### src/rtl/atm_cash_dispenser.sv
// Dispense responder: validates a request, plans a greedy 2000/500/100 breakdown
// against live cassette inventory, then feeds one note per cycle.
module atm_cash_dispenser #(
  parameter int N2000_INIT = 10,
  parameter int N500_INIT  = 20,
  parameter int N100_INIT  = 50,
  parameter int MAX_AMT    = 20000,
  parameter int CNT_W      = 8
) (
  input  logic             clk,
  input  logic             rst,
  input  logic             disp_req,
  input  logic [14:0]      amt,
  input  logic             refill,
  output logic             busy,
  output logic             note_out,
  output logic [1:0]       note_type,
  output logic             done,
  output logic             fail,
  output logic [1:0]       fail_code,
  output logic [CNT_W-1:0] cnt2000,
  output logic [CNT_W-1:0] cnt500,
  output logic [CNT_W-1:0] cnt100
);

  typedef enum logic [2:0] {S_IDLE, S_PLAN, S_DISPENSE, S_DONE, S_FAIL} state_t;

  localparam logic [14:0]      MAX_AMT_W = 15'(MAX_AMT);
  localparam logic [14:0]      V2000     = 15'd2000;
  localparam logic [14:0]      V500      = 15'd500;
  localparam logic [14:0]      V100      = 15'd100;
  localparam logic [CNT_W-1:0] ONE       = CNT_W'(1);
  localparam logic [CNT_W-1:0] ZERO      = '0;
  localparam logic [CNT_W-1:0] INIT2000  = CNT_W'(N2000_INIT);
  localparam logic [CNT_W-1:0] INIT500   = CNT_W'(N500_INIT);
  localparam logic [CNT_W-1:0] INIT100   = CNT_W'(N100_INIT);

  state_t           state_q, state_d;
  logic [14:0]      rem_q, rem_d;
  logic [CNT_W-1:0] p2000_q, p2000_d, p500_q, p500_d, p100_q, p100_d;
  logic [CNT_W-1:0] cnt2000_q, cnt2000_d, cnt500_q, cnt500_d, cnt100_q, cnt100_d;
  logic [1:0]       fail_code_q, fail_code_d;

  logic amt_valid, take2000, take500, take100, plan_stuck;
  logic sel2000, sel500, last_note;

  assign amt_valid  = (amt != 15'd0) && (amt <= MAX_AMT_W) && ((amt % V100) == 15'd0);
  assign take2000   = (rem_q >= V2000) && (p2000_q < cnt2000_q);
  assign take500    = (rem_q >= V500)  && (p500_q  < cnt500_q);
  assign take100    = (rem_q >= V100)  && (p100_q  < cnt100_q);
  assign plan_stuck = !take2000 && !take500 && !take100;

  // Notes leave in denomination order, so the largest non-empty plan count is the one being fed.
  assign sel2000   = (p2000_q != ZERO);
  assign sel500    = !sel2000 && (p500_q != ZERO);
  assign last_note = sel2000 ? (p2000_q == ONE && p500_q == ZERO && p100_q == ZERO)
                   : sel500  ? (p500_q == ONE && p100_q == ZERO)
                   :           (p100_q == ONE);

  always_ff @(posedge clk) begin
    if (!rst) begin
      state_q     <= S_IDLE;
      rem_q       <= '0;
      p2000_q     <= '0;
      p500_q      <= '0;
      p100_q      <= '0;
      cnt2000_q   <= INIT2000;
      cnt500_q    <= INIT500;
      cnt100_q    <= INIT100;
      fail_code_q <= 2'b00;
    end else begin
      state_q     <= state_d;
      rem_q       <= rem_d;
      p2000_q     <= p2000_d;
      p500_q      <= p500_d;
      p100_q      <= p100_d;
      cnt2000_q   <= cnt2000_d;
      cnt500_q    <= cnt500_d;
      cnt100_q    <= cnt100_d;
      fail_code_q <= fail_code_d;
    end
  end

  always_comb begin
    state_d = state_q;
    case (state_q)
      S_IDLE:     if (disp_req) state_d = amt_valid ? S_PLAN : S_FAIL;
      S_PLAN:     if (plan_stuck) state_d = (rem_q == 15'd0) ? S_DISPENSE : S_FAIL;
      S_DISPENSE: if (last_note) state_d = S_DONE;
      S_DONE:     state_d = S_IDLE;
      S_FAIL:     state_d = S_IDLE;
      default:    state_d = S_IDLE;
    endcase
  end

  always_comb begin
    rem_d       = rem_q;
    p2000_d     = p2000_q;
    p500_d      = p500_q;
    p100_d      = p100_q;
    cnt2000_d   = cnt2000_q;
    cnt500_d    = cnt500_q;
    cnt100_d    = cnt100_q;
    fail_code_d = fail_code_q;
    case (state_q)
      S_IDLE: begin
        if (disp_req) begin
          rem_d       = amt;
          p2000_d     = '0;
          p500_d      = '0;
          p100_d      = '0;
          fail_code_d = amt_valid ? 2'b00 : 2'b01;
        end else if (refill) begin
          cnt2000_d = INIT2000;
          cnt500_d  = INIT500;
          cnt100_d  = INIT100;
        end
      end
      S_PLAN: begin
        if (take2000) begin
          p2000_d = p2000_q + ONE;
          rem_d   = rem_q - V2000;
        end else if (take500) begin
          p500_d = p500_q + ONE;
          rem_d  = rem_q - V500;
        end else if (take100) begin
          p100_d = p100_q + ONE;
          rem_d  = rem_q - V100;
        end else if (rem_q != 15'd0) begin
          // Unfillable: drop the partial plan so nothing leaks into a later request.
          fail_code_d = 2'b10;
          rem_d       = '0;
          p2000_d     = '0;
          p500_d      = '0;
          p100_d      = '0;
        end
      end
      S_DISPENSE: begin
        if (sel2000) begin
          p2000_d   = p2000_q - ONE;
          cnt2000_d = cnt2000_q - ONE;
        end else if (sel500) begin
          p500_d   = p500_q - ONE;
          cnt500_d = cnt500_q - ONE;
        end else begin
          p100_d   = p100_q - ONE;
          cnt100_d = cnt100_q - ONE;
        end
      end
      default: ;
    endcase
  end

  always_comb begin
    busy      = (state_q != S_IDLE);
    note_out  = (state_q == S_DISPENSE);
    note_type = 2'b00;
    if (note_out) note_type = sel2000 ? 2'b11 : (sel500 ? 2'b10 : 2'b01);
    done      = (state_q == S_DONE);
    fail      = (state_q == S_FAIL);
    fail_code = fail_code_q;
    cnt2000   = cnt2000_q;
    cnt500    = cnt500_q;
    cnt100    = cnt100_q;
  end

endmodule

### config.mk
export PLATFORM = sky130hd
export DESIGN_NAME = atm_cash_dispenser
export DESIGN_NICKNAME = d
export VERILOG_FILES = /design/src/rtl/atm_cash_dispenser.sv
export SDC_FILE = /design/constraint.sdc
export NUM_CORES = 1
export LEC_CHECK = 0
export ABC_CLOCK_PERIOD_IN_PS = 6600
export BUFFER_PORTS_ARGS = -buffer_cell sky130_fd_sc_hd__buf_2
export CORE_UTILIZATION = 50
export DETAILED_ROUTE_END_ITERATION = 8
export PLACE_DENSITY = 0.8
export SYNTH_ARGS = -nofsm -noshare
export SYNTH_HDL_FRONTEND = slang
export SYNTH_SLANG_ARGS = --single-unit
### constraint.sdc
create_clock -name clk -period 6.6 [get_ports clk]
set_clock_uncertainty 0.1 [all_clocks]
set_input_delay 1.32 -clock clk [delete_from_list [all_inputs] [get_ports clk]]
set_output_delay 1.32 -clock clk [all_outputs]
set_load 0.05 [all_outputs]
# Word level (Yosys, flattened, before mapping)
# Cells that the tools add are included.
[classes]
add_sub_neg = 12
n_div = 1
n_lt_le_gt_ge = 7
eq_ne = 27
mux = 56
reduce_logical = 37
[op_table]
columns = ["operator", "count"]
rows = [
  ["$mux W8", 26],
  ["$mux W15", 5],
  ["$pmux W8 S3", 3],
  ["$pmux W8 S2", 3],
  ["$sub A8 B1 Y8 const B", 6],
  ["$logic_not A15 Y1", 2],
  ["$pmux W15 S2", 1],
  ["$reduce_bool A15 Y1", 2],
  ["$add A8 B1 Y8 const B", 3],
  ["$eq A8 B1 Y1 const B", 3],
  ["$lt A8 B8 Y1", 3],
  ["$ne A2 B2 Y1 const B", 10],
  ["$ne A3 B3 Y1 const B", 6],
  ["$logic_not A8 Y1", 2],
  ["$mux W2", 8],
  ["$reduce_bool A8 Y1", 2],
  ["$ge A15 B11 Y1 const B", 1],
  ["$ge A15 B7 Y1 const B", 1],
  ["$ge A15 B9 Y1 const B", 1],
  ["$le A15 B15 Y1 const B", 1],
  ["$mod A15 B7 Y15 const B", 1],
  ["$mux W3", 5],
  ["$sub A15 B11 Y15 const B", 1],
  ["$sub A15 B7 Y15 const B", 1],
  ["other kinds (19)", 43],
]
[word_totals]
regBits = 68
out_inout_bits = 32

# Depth between registers and ports, before layout
# Gate-level depths: netlist of the first run.
[depth]
ltp_word = 7
depth_mapped = 23
mapped_depth_nobuf = 19

# Worst setup path before layout of the first run
# OpenSTA, ideal clock, no wires.
[synth_path]
kind = "input port to flip-flop"
start = "input amt[13]"
end = "register state_q[0]"
setup_ps = 116
t_arrival_ps = 5735
required_time_ps = 6384
path_slack_ps = 648
path_stages = 20
path_buffers = 2
cell_sequence = "buf_4 or3b_1 o211ai_1 a21oi_1 o221a_4 o41ai_4 a21bo_2 a21oi_4 nor4_1 or3_4 o31a_1 or2_0 buf_2 a211o_1 o2111a_2 o31ai_2 mux2_2 nand4_1 a21boi_2 a41o_1"
[synth_between]
elab_chain_cells = 6
elab_cells_between_ends = 9
classes_between = "div (1); order compare (1); mux (3); reduce/logical (4)"
[synth_rtl]
columns = ["element", "line", "rtl"]
rows = [
  ["from (decl)", "13", "input logic [14:0] amt,"],
  ["$mod A15 B7 Y15, or another cell as far along", "47", "assign amt_valid = (amt != 15'd0) && (amt <= MAX_AMT_W) && ((amt % V100) == 15'd0);"],
  ["$logic_not A15 Y1 or $logic_and A1 B1 Y1 (tied branches)", "47", ""],
  ["$logic_and A1 B1 Y1 *", "47", ""],
  ["$mux W3 * (2 in series)", "87", "S_IDLE: if (disp_req) state_d = amt_valid ? S_PLAN : S_FAIL;"],
  ["$pmux W3 S3 *", "86", "case (state_q)"],
  ["to (signal assigned)", "72", "state_q <= state_d;"],
  ["to (decl)", "38", "state_t state_q, state_d;"],
]
# Every way passes the cells marked *; elsewhere a longest branch is shown, timed or not. The select of a mux whose other input is x is not followed.
# A chain may end at the register's enable or synchronous reset.

# Worst setup path after layout of the first run
[layout_path]
start = "input amt[9]"
end = "register state_q[0]"
# The elaborated chain is that of the path after synthesis.

==> results.txt, run 1 <==
The initial detailed-routing violation count is between 600 and 700. The type of origin of the critical path is an input port. The DRC violations left is 0. The total placed instance area is around 7600 um2. In this run the power density over the cells is around 350 nW/um2. The highest clock rate is ~160 MHz.

The area of all placed cells without fillers is 8000 um2. Leaving out filler cells and counting taps, the final layout contains approximately 1,200. The fraction of synthesized cell area taken by the top area cell type is approximately a fifth.

Summed over all layers, the global routing overflow is 0. The total placed cells including tap cells is 1,191. The routed design could run at a clock period as short as around 6.3 ns.

The area of the mapped netlist came out at approximately 7300 um2. On the worst path, the slowest cell contributes a delay of between 0.7 and 0.8 ns. The compound-gate portion of the synthesized area came out at between 30% and 40%. The final-report max-slew violation count came out at 0.

By area, the combinational part of the netlist is dominated by compound AO/OA/AOI/OAI gates. After synthesis the netlist holds a flip-flop and latch count of 68. The average cell area after synthesis is 7.28 um2. The number of antenna violations at the first check in global routing is 0. The basic-gate share of the synthesized area counting and, or, nand and nor cells came out at ~27%. The clock buffer count from CTS came out at 9. The total inserted antenna cells is 0. The Yosys step of the flow raised 0 warnings. The first global-routing pass estimated roughly 33,000 um of wire.

The routed via count divided by cell count is between 6 and 7. The combined global-route utilization of all metal layers came out at 27.2%. The distinct cell type count after synthesis is 110. At the worst endpoint, the arrival time is approximately 6.4 ns. The leakage power came out at slightly above 0.003 uW. The tree is rooted in a clkbuf_16. The core region area came out at between 10,000 and 15,000 um2. In the synthesized netlist, mux cells make up about 1.5% of the area.

The largest fanout on the critical path came out at 19. The total via count in the routed design is about 8,000. The number of nets in the layout came out at between 1,000 and 1,500.

The worst setup path is captured at a flop. The max-capacitance violation count came out at 0. The global placement routability congestion came out at a little over 0.9. The total die area is roughly 15,000 um2.

In the post-synthesis netlist, the biggest area contributors are dfxtp_1, ha_1, nor2_1. The final antenna-violating net count came out at 0. The CTS tree is built. The pin count of the biggest net entering global routing came out at 44. Headroom to the max-slew limit came out at between 20% and 30%. The number of endpoints with negative hold slack in the final report came out at 0.

After detailed routing, the average wire length per cell comes to ~17 um. The via count of the first global-routing pass is about 7,000. For this run, asynchronously set or reset flops after synthesis account for 0%. The die is roughly 120 um wide. In this run the core area contains 43 standard-cell rows. The slowest stage of the critical path is the o311ai_0 cell. Setup violations remaining at the end of the flow were counted as 0. The number of buffers inserted by port buffering is 50. The overall routed net length came out at between 20,000 and 25,000 um. At the later pin of the worst-skew pair, clock insertion delay measures between 0.3 and 0.4 ns. The run finished with clean final reports. The initial standard-cell utilization of the core came out at between 50 and 60%.

The number of instances in the synthesized netlist is 1,004. The most used flip-flop cell after synthesis is dfxtp_1. The clock transition time at the flip-flop clock pins of the worst setup and hold paths is 0.06 ns. The worst vdd rail ir drop came out at 0.000186 V.

The fraction of final layout cells sized beyond drive strength 1 came out at 13.6%. Summed over all nets, the half-perimeter wirelength after detailed placement is between 10,000 and 15,000 um. The setup fix buffers added after clock tree synthesis is 0.

The worst setup path is of the input port to flop kind. The clock passes through at most 2 buffers. In the finished design, the share of the clock period the worst path needs comes to between 90 and 100%. Before antenna repair, the detailed router went through 8 iterations. The XOR/XNOR share of the synthesized area is under 10%. The number of placed I/O pins came out at just over 50.

The worst path buffer plus inverter count came out at 1. In this run the vertical extent of the chip is 123 um. The portion of the post-synthesis area used by sequential elements is between 10% and 20%. Of the total synthesized cell area, the portion taken by full adders, half adders and majority gates is 7.69%. The number of levels in the clock H-tree is 3. The biggest area contributor in the post-synthesis netlist is dfxtp_1. The sink count of the clock tree is slightly below 70. Compared with the post-synthesis result, the final layout area differs by 9.45%. The number of enable flip-flop cells after synthesis came out at 0. For the pin with the worst max-slew slack, the measured transition is approximately 1.1 ns. At the worst endpoint, the required time is 6.78 ns.

The worst hold path class is flop to flop. The net count after synthesis came out at around 1,100. The top cell family by delay on the critical path is compound AO/OA/AOI/OAI gates. Walking the worst path, the cells encountered are buf_2, or3b_1, o211ai_1, a21oi_1, o221a_4, o41ai_4, a21bo_2, a21oi_4, nand2_1, o2bb2ai_1, o311ai_0, o211a_1, o31ai_1, a22oi_1, nor3_1, a2111oi_2, nand4_1, a21boi_2, a41o_1.
==> cells in the final DEF (no fill, tap or decap), types with 14 or more instances in the layout <==
cell / n
buf_4: 19
or3_1: 14
dfxtp_1: 68
buf_2: 49
o211ai_1: 14
nor2_1: 113
xnor2_1: 35
a31oi_1: 16
nor3_1: 45
ha_1: 44
a211oi_1: 19
nand2_1: 81
inv_1: 48
nand3_1: 28
nand4_1: 14
o21ai_0: 58
a21oi_1: 68
==> synth_stat cells (6+ instances only) <==
cell,count
a211o_1,7
a211oi_1,19
a21oi_1,68
a221o_1,6
a22oi_1,9
a311oi_1,11
a31oi_1,16
and3_1,8
buf_2,9
clkbuf_1,44
dfxtp_1,68
ha_1,44
inv_1,48
mux2i_1,8
nand2_1,81
nand2b_1,9
nand3_1,28
nand3b_1,6
nand4_1,14
nor2_1,113
nor2b_1,12
nor3_1,45
nor4_1,10
o211ai_1,14
o21a_1,11
o21ai_0,58
o221ai_1,6
o22ai_1,13
o31ai_1,6
or2_2,8
or3_1,14
xnor2_1,36
xor2_1,6
==> logic make-up (layout without fill, tap and decap cells) <==
logic type / after synthesis / after routing
AND/OR/NAND/NOR: 388 / 388
XOR/XNOR: 42 / 42
adder cells (fa/ha/maj): 45 / 45
flip-flops: 68 / 68
AO/OA/AOI/OAI: 338 / 338
multiplexers: 10 / 10
buffers and inverters: 113 / 135
==> flip-flops by register name, summed over array words and instances, names as in the netlist <==
signal	count
cnt500	8
cnt2000	8
state_q	3
fail_code	2
p500_q	8
p100_q	8
cnt100	8
p2000_q	8
rem_q	15
==> worst reg2reg max path, cell delays in order (launching register included) <==
cell	delay, ns
dfxtp_1	0.45
and3_1	0.29
nor4b_1	0.21
nor3_1	0.30
nand2_1	0.12
a21oi_1	0.23
a211o_1	0.67
and2_0	0.49
a21oi_1	0.15
or3_1	0.55
or3_1	0.44
a21oi_1	0.16
==> report_power, final <==
group          switching (uW)  internal [uW]  total, uW  leakage (uW)
clock                     185            339        524      0.000156
combinational            1060            597       1660       0.00236
sequential                117            471        588      0.000553
total                    1360           1410       2770       0.00307
==> area by class of cell <==
type / instances / area, um2
fillers: 1330 / 6100
multi-input cells: 823 / 5510
flip-flops and latches: 68 / 1360
repair buffers: 69 / 395
clock buffers: 11 / 243
well taps: 180 / 225
inverters: 51 / 191
clock inverters: 4 / 73.8
==> repair_timing <==
item,in CTS,in global routing
setup endpoints to repair,0,3
hold buffers,0,0
gates resized for setup,0,9
==> final timing paths <==
kind                 to  cells past startpoint  slack [ns]     start
max          state_q[0]                     19        0.35    amt[9]
min            rem_q[0]                      2        0.38  rem_q[0]
max reg2reg  p2000_q[4]                     11        2.35  rem_q[6]
min reg2reg    rem_q[0]                      2        0.38  rem_q[0]
==> metrics by stage <==
stage          TNS (ns)  setup WS, ns  utilization (%)  power, uW  hold WS [ns]
2_1_floorplan         0         0.648                -       1840         0.345
3_3_place_gp          0         0.111             54.2       2160         0.360
4_1_cts               0         0.283             56.5       2720         0.380
6_report              0         0.348             56.7       2770         0.379
3_5_place_dp     -0.137       -0.0517             54.2       2190         0.369
5_1_grt          -0.153       -0.0530             56.7       2970         0.400
==> per-layer routing <==
metal,up-vias,share of wire (%),GRT usage [%]
li1,3800,-,-
met1,3628,44,36.0
met2,336,47,43.9
met3,50,6.6,3.37
met4,0,2.9,13.0
met5,-,0,0
(Power assumes the default switching activity.)
==> run 2, diff against run 1 <==
Settings changed: CORE_UTILIZATION 50 to 54, PLACE_DENSITY 0.8 to 0.85.
==> run 2 against run 1 <==
  * Critical path depth stayed put
  * Wire length is 0.79% lower
  * Die area decreased by 7.3%
  * Cell count down 0.58%
  * Highest routed layer unchanged
  * Worst setup slack better by 0.030 ns
  * Worst hold slack worse by 0.00065 ns
  * Clock power decreased by 14%
  * Via count is 0.50% higher
  * Register-to-register slack gained 0.04 ns
  * Largest cell class unchanged
  * Design area is 1.2% lower
  * Total power is 3.4% lower
  * Global-route usage rose by 1.3 points
==> results.txt, run 2 (same netlist as run 1, synthesis figures left out) <==
The final antenna-violating net count came out at 0 (unchanged). The number of nets in the layout is 1,081 (-0.37%). The final-report max-slew violation count came to 0 (unchanged). The number of placed I/O pins came out at 51 (unchanged).

The synthesis-to-finish area growth is 8.17%. The number of levels in the clock H-tree came to 3 (unchanged). The pin slew with the least headroom to its limit came out at 1.05 ns (-0.0360 ns).

The fill cell instance count of the final layout is 1,198 (-9.9%). The total via count in the routed design came out at 7,853 (+0.50%). The HPWL after detailed placement is 14,200 um (-1.6%). The top cell types in the final layout, fill and taps aside, are nor2_1, nand2_1, a21oi_1, dfxtp_1, o21ai_0.

The depth of the worst hold-timing path came to 2 (unchanged). The power density over cell area came out at 338 nW/um2 (-2.2%). The wire length of the first global-routing pass came to 33,400 um (about the same). The routed via count divided by cell count came out at 6.55 (+1.1%). The flip-flop count of the largest register after layout is 15 (unchanged). The clock transition time at the flip-flop clock pins of the worst setup and hold paths came out at 0.06 ns (about the same). The met3 layer wire length in the routed design is 1310 um (-1.4%). The number of buffers inserted by port buffering came out at 50 (unchanged). The global placement routability congestion came out at 0.969 (+4.7%). The detailed-route wire length on metal 1 came out at 8650 um (-1.7%). The number of antenna violations at the first check in global routing is 0 (unchanged). The largest fanout on the critical path is 18 (-1). The largest buffer count on any clock path is 2 (unchanged). The smallest hold slack came to 0.378 ns (-0.000648 ns). The via count of the first global-routing pass is 7,155 (+2.7%). The run finished with clean final reports. The setup TNS after final layout came out at 0 ns (unchanged). The highest clock rate is 161 MHz (+0.49%). The clock buffer count from CTS is 9 (unchanged). The tightest min-delay check is of the flop to flop type. The detailed router used layers up to and including met4. The total placed instance area came out at 7610 um2 (-0.46%). The total inserted antenna cells came out at 0 (unchanged). The total overflow reported by the global router is 0 (unchanged).

The total die area is 14,000 um2 (-7.3%). The required time of the worst setup path came out at 6.79 ns (about the same). The post-route core utilization was 59.7% (+2.9 points). The initial detailed-routing violation count came out at 903 (+31%). The number of rows in the core area came to 42 (-2.3%).

The startpoint of the worst register-to-register path is rem_q[6]. The number of optimization iterations in the first detailed-route pass came out at 5 (-3). The DRC violations left came out at 0 (unchanged).

The detailed route wirelength on metal2 was 9350 um (about the same). The die span in x was 118 um (-3.7%). In this run the most critical hold path is launched from rem_q[0]. The setup-violating endpoint count in the final report is 0 (unchanged). More flip-flops sit in one register than any other, and that register is rem_q. The routed wirelength normalized by instance count came out at 16.6 um (-0.21%).

The critical path is of the input port to flop type. The initial standard-cell utilization of the core came out at 55.2% (+3.3 points). The clock latency on the worst-skew pair came out at 0.35 ns (about the same).

The area of all placed cells without fillers was 7910 um2 (-1.2%). The final total power came to 2680 uW (-3.4%). The leakage power is 0.00303 uW (-1.4%). The combined global-route utilization of all metal layers was 28.6% (+1.3 points).

The data arrival time of the worst path is 6.41 ns (-0.03 ns). The cell at the root of the clock tree is clkbuf_16. The depth of the worst register-to-register path came out at 12 (+1). The share of the clock period used by the worst path is 94.3% (-0.46 points). The number of endpoints with negative hold slack in the final report came out at 0 (unchanged). The area taken by flip-flops and latches came to 1360 um2 (unchanged). The max-capacitance violation count was 0 (unchanged). The setup fix buffers added after clock tree synthesis came out at 0 (unchanged). The fraction of final layout cells sized beyond drive strength 1 is 13.2% (-0.45 points). Setup repair after global routing left no endpoint under its margin. The minimum clock period after layout came out at 6.22 ns (-0.0304 ns). The sink count of the clock tree is 68 (unchanged). The overall routed net length is 19,900 um (-0.79%). The die boundary height was 118 um (-3.7%).

The headroom to the max-slew limit is 30.0% (+2.4 points). The core region area is 13,200 um2 (-6.1%). The critical path starts at amt[12]. TritonCTS built the clock tree.

The area taken by multi-input logic gates came out at 5490 um2 (-0.27%). STA classifies the critical path endpoint as a flop. The library cell used most frequently in the layout, excluding fill and tap cells, is nor2_1. The pin count of the biggest net entering global routing came out at 45 (+2.3%). The worst vdd rail ir drop came out at 0.000187 V (+0.63%). The worst setup path is launched from an input port.
[run 2: worst paths after layout]
check                             endpoint  slack, ns
worst max-delay path            state_q[0]       0.38
worst min-delay path              rem_q[0]       0.38
worst min register to register    rem_q[0]       0.38
worst max register to register  p2000_q[7]       2.39
[run 2: layout make-up]
cell class / count / area share (%)
clock inverters: 5 / 0.348
multi-input cells: 823 / 69.5
clock buffers: 11 / 3.07
repair buffers: 65 / 4.65
inverters: 51 / 2.42
well taps: 176 / 2.79
flip-flops and latches: 68 / 17.2
[run 2: per-stage QoR]
stage | setup WS [ns] | instances
finish | 0.378 | 1199
global route | 0.0495 | 1199
CTS | 0.342 | 1199
detailed placement | 0.0136 | 1183
global placement | 0.159 | 1183
floorplan | 0.648 | 1004
[run 2: worst max-delay path, stage by stage]
cell and delay, ns:
buf_2 0.27, nor2b_1 0.31, and3_1 0.25, a211oi_1 0.09, a2111oi_0 0.63, a21oi_1 0.13, a21bo_2 0.28, a21oi_4 0.29
nand2_1 0.18, a221oi_4 0.41, nor2_1 0.15, mux2_4 0.39, a2111oi_1 0.49, nor4b_2 0.13, or2_1 0.24, a221o_1 0.32
a21oi_1 0.11, a21boi_2 0.22, a41o_1 0.18
[run 2: metal layers]
layer	global-route usage [%]	up-vias
met4	14.7	0
met1	36.0	3665
met2	47.1	354
met5	0	-
li1	-	3785
met3	4.20	49
[run 2: repair_timing]
action / CTS / global route
gates resized for setup: 0 / 6
setup endpoints to repair: 0 / 3
hold buffers: 0 / 0
[run 2: power by group]
part,switching [uW],internal (uW),total [uW]
clock,191,262,453
sequential,119,471,590
combinational,1040,590,1630
==> run 3, diff against run 2 <==
Settings changed: ABC_AREA set to 1.
==> run 3 against run 2 <==
  * The run now ends with design-rule violations left
  * Die area fell by 11%
  * Synthesized cell count rose by 3.9%
  * Total power fell by 12%
==> results.txt, run 3 <==
The number of synthesized register bits came out at 68 (unchanged). The number of enable flip-flop cells after synthesis was 0 (unchanged). The clock transition time at the flip-flop clock pins of the worst setup and hold paths came out at 0.06 ns (about the same). The critical path is of the input port to flop type. The largest fanout on the critical path is 5 (-13).

The largest buffer count on any clock path is 2 (unchanged). The share of the clock period used by the worst path was 81.3% (-13 points). The total overflow reported by the global router is 0 (unchanged). The worst vdd rail ir drop was 0.000189 V (+0.96%).

The fraction of synthesized cell area taken by the top area cell type is 21.0% (+2.4 points). The routed wirelength normalized by instance count came out at 13.2 um (-20%). The initial standard-cell utilization of the core came out at 56.1% (+0.88 points). Among all cell types in the netlist, the one instantiated most often is nand2_1. In the layout the commonest cells are nand2_1, inv_1, nor2_1, a21oi_1, o21ai_0.

The distinct cell type count after synthesis is 42 (-62%). The number of placed I/O pins came to 51 (unchanged). The global placement routability congestion was 0.925 (-4.5%). The portion of the post-synthesis area used by sequential elements came out at 21.0% (+2.4 points). STA classifies the critical path endpoint as a flop. Ranked by flip-flop count, first place goes to rem_q. The setup-violating endpoint count in the final report was 0 (unchanged).

The fraction of final layout cells sized beyond drive strength 1 came out at 11.0% (-2.2 points). The worst setup path is launched from an input port. The total placed cells including tap cells is 1,218 (+3.0%). The post-route core utilization is 61.8% (+2.1 points).

The total placed instance area is 6870 um2 (-9.8%). The area of all placed cells without fillers came to 7150 um2 (-9.6%). The filler-free cell count of the finished design is 1,233 (+2.8%). The flow ran to the end, but the final reports show violations. The number of levels in the clock H-tree came out at 3 (unchanged). The power density over cell area is 329 nW/um2 (-2.9%). The initial detailed-routing violation count is 643 (-29%). The setup TNS after final layout came to 0 ns (unchanged).

The number of buffers inserted by port buffering came to 50 (unchanged). The number of rows in the core area came to 39 (-7.1%). The highest clock rate is 186 MHz (+16%). The area of the mapped netlist was 6480 um2 (-11%). The net count after synthesis came to 1,106 (+3.7%).

The minimum clock period after layout is 5.37 ns (-0.856 ns). The min-delay analysis places its worst path in the category flop to flop. The number of endpoints with negative hold slack in the final report came to 0 (unchanged). The commonest cells after synthesis are nand2_1, inv_1, nor2_1, a21oi_1, o21ai_0.

The number of warnings printed during yosys synthesis came to 0 (unchanged). The wire length of the first global-routing pass is 27,900 um (-16%). The setup fix buffers added after clock tree synthesis came out at 0 (unchanged). The average cell area after synthesis came to 6.22 um2 (-15%). The routed via count divided by cell count is 5.62 (-14%). The number of instances in the synthesized netlist is 1,043 (+3.9%). Compared with the post-synthesis result, the final layout area differs by 10.2%.

The sink count of the clock tree is 68 (unchanged). The die span in x was 112 um (-5.7%). The count of hold-fix buffers inserted at cts is 0 (unchanged). The final reports fail on design-rule violations. The pin slew with the least headroom to its limit came out at 0.711 ns (-0.335 ns).

The pin count of the biggest net entering global routing came to 24 (-47%). The async set or reset register ratio after synthesis was 0% (unchanged). The HPWL after detailed placement is 12,200 um (-14%).

The leakage power came out at 0.00347 uW (+15%). The critical path's largest stage delay came out at 0.19 ns (-0.44 ns). The final-report max-slew violation count is 0 (unchanged). The max-capacitance violation count is 0 (unchanged). The number of optimization iterations in the first detailed-route pass came out at 7 (+2).

The post-cts repair resize count came out at 0 (unchanged). In the post-synthesis netlist, the biggest area contributors are dfxtp_1, nand2_1, inv_1. Among all flip-flop cells after synthesis, the most frequent one is dfxtp_1.

The CTS tree is built. The final antenna-violating net count is 0 (unchanged). The cell type contributing the most total cell area after synthesis is dfxtp_1.

The total inserted antenna cells is 0 (unchanged). The headroom to the max-slew limit was 52.6% (+23 points). The combined global-route utilization of all metal layers came to 26.8% (-1.7 points).

The core region area came out at 11,600 um2 (-13%). The total die area came to 12,400 um2 (-11%). The smallest hold slack came out at 0.364 ns (-0.0138 ns). The number of antenna violations at the first check in global routing is 0 (unchanged). Setup repair after global routing left no endpoint under its margin. The via count of the first global-routing pass is 6,159 (-14%).

The clock buffer count from CTS is 9 (unchanged). The total via count in the routed design came to 6,931 (-12%). The die boundary height came out at 112 um (-5.7%). The library cell used most frequently in the layout, excluding fill and tap cells, is nand2_1.

The required time of the worst setup path is 6.72 ns (-0.07 ns). The DRC violations left came out at 4 (+4). The number of nets in the layout is 1,149 (+6.3%). The tree is rooted in a clkbuf_16. The clock latency on the worst-skew pair came out at 0.34 ns (about the same).

The overall routed net length was 16,300 um (-18%). The flip-flop count of the largest register after layout is 15 (unchanged). The data arrival time of the worst path came out at 5.49 ns (-0.92 ns). The largest individual stage delay along the critical path comes from the cell a21oi_1.
## run 3: power breakdown
group / total [uW] / switching [uW] / internal, uW
Combinational: 1340 / 903 / 440
Clock: 478 / 189 / 289
Sequential: 528 / 70.6 / 458
## run 3: worst max-delay path: cells and delay by family
family	cells	cell delay (ns)
AND/OR/NAND/NOR	36	3.49
AO/OA/AOI/OAI	3	0.42
buffers and inverters	2	0.24
## run 3: kinds of logic (layout without fill, tap and decap cells)
kind of cell,count (synthesis),after routing,synth area share [%]
flops,68,68,21.0
buf+inv,202,249,11.8
xor+xnor,51,51,6.89
simple gates,450,450,31.6
compound gates,228,228,20.3
fa+ha+maj,44,44,8.49
## run 3: through the flow
| step | worst slack (ns) | power (uW) |
|---|---|---|
| finish | 1.23 | 2350 |
| global route | 0.667 | 2550 |
| CTS | 1.30 | 2330 |
| detailed placement | 0.951 | 1850 |
| global placement | 1.11 | 1820 |
| floorplan | 1.49 | 1600 |
## run 3: final timing paths
path               from         end  slack, ns  cells after the start
max             amt[11]  state_q[0]       1.23                     41
min            rem_q[1]    rem_q[1]       0.36                      2
max reg2reg  cnt2000[1]   p500_q[0]       2.90                     14
min reg2reg    rem_q[1]    rem_q[1]       0.36                      2
## run 3: area by class of cell
type                            count  area (um2)
Clock inverter                      5        53.8
Tap cell                          143         179
Multi-Input combinational cell    773        4370
Timing Repair Buffer               55         288
Sequential cell                    68        1360
Inverter                          179         672
Clock buffer                       10         229
Fill cell                        1057        4420
## run 3: layer usage
layer  track usage (%)  part of all wire [%]  vias up
met2              45.1                    47      205
met1              34.8                    46     3174
li1                  -                     -     3528
met3              4.30                   5.3       24
met5                 0                     0        -
met4              9.37                   1.4        0
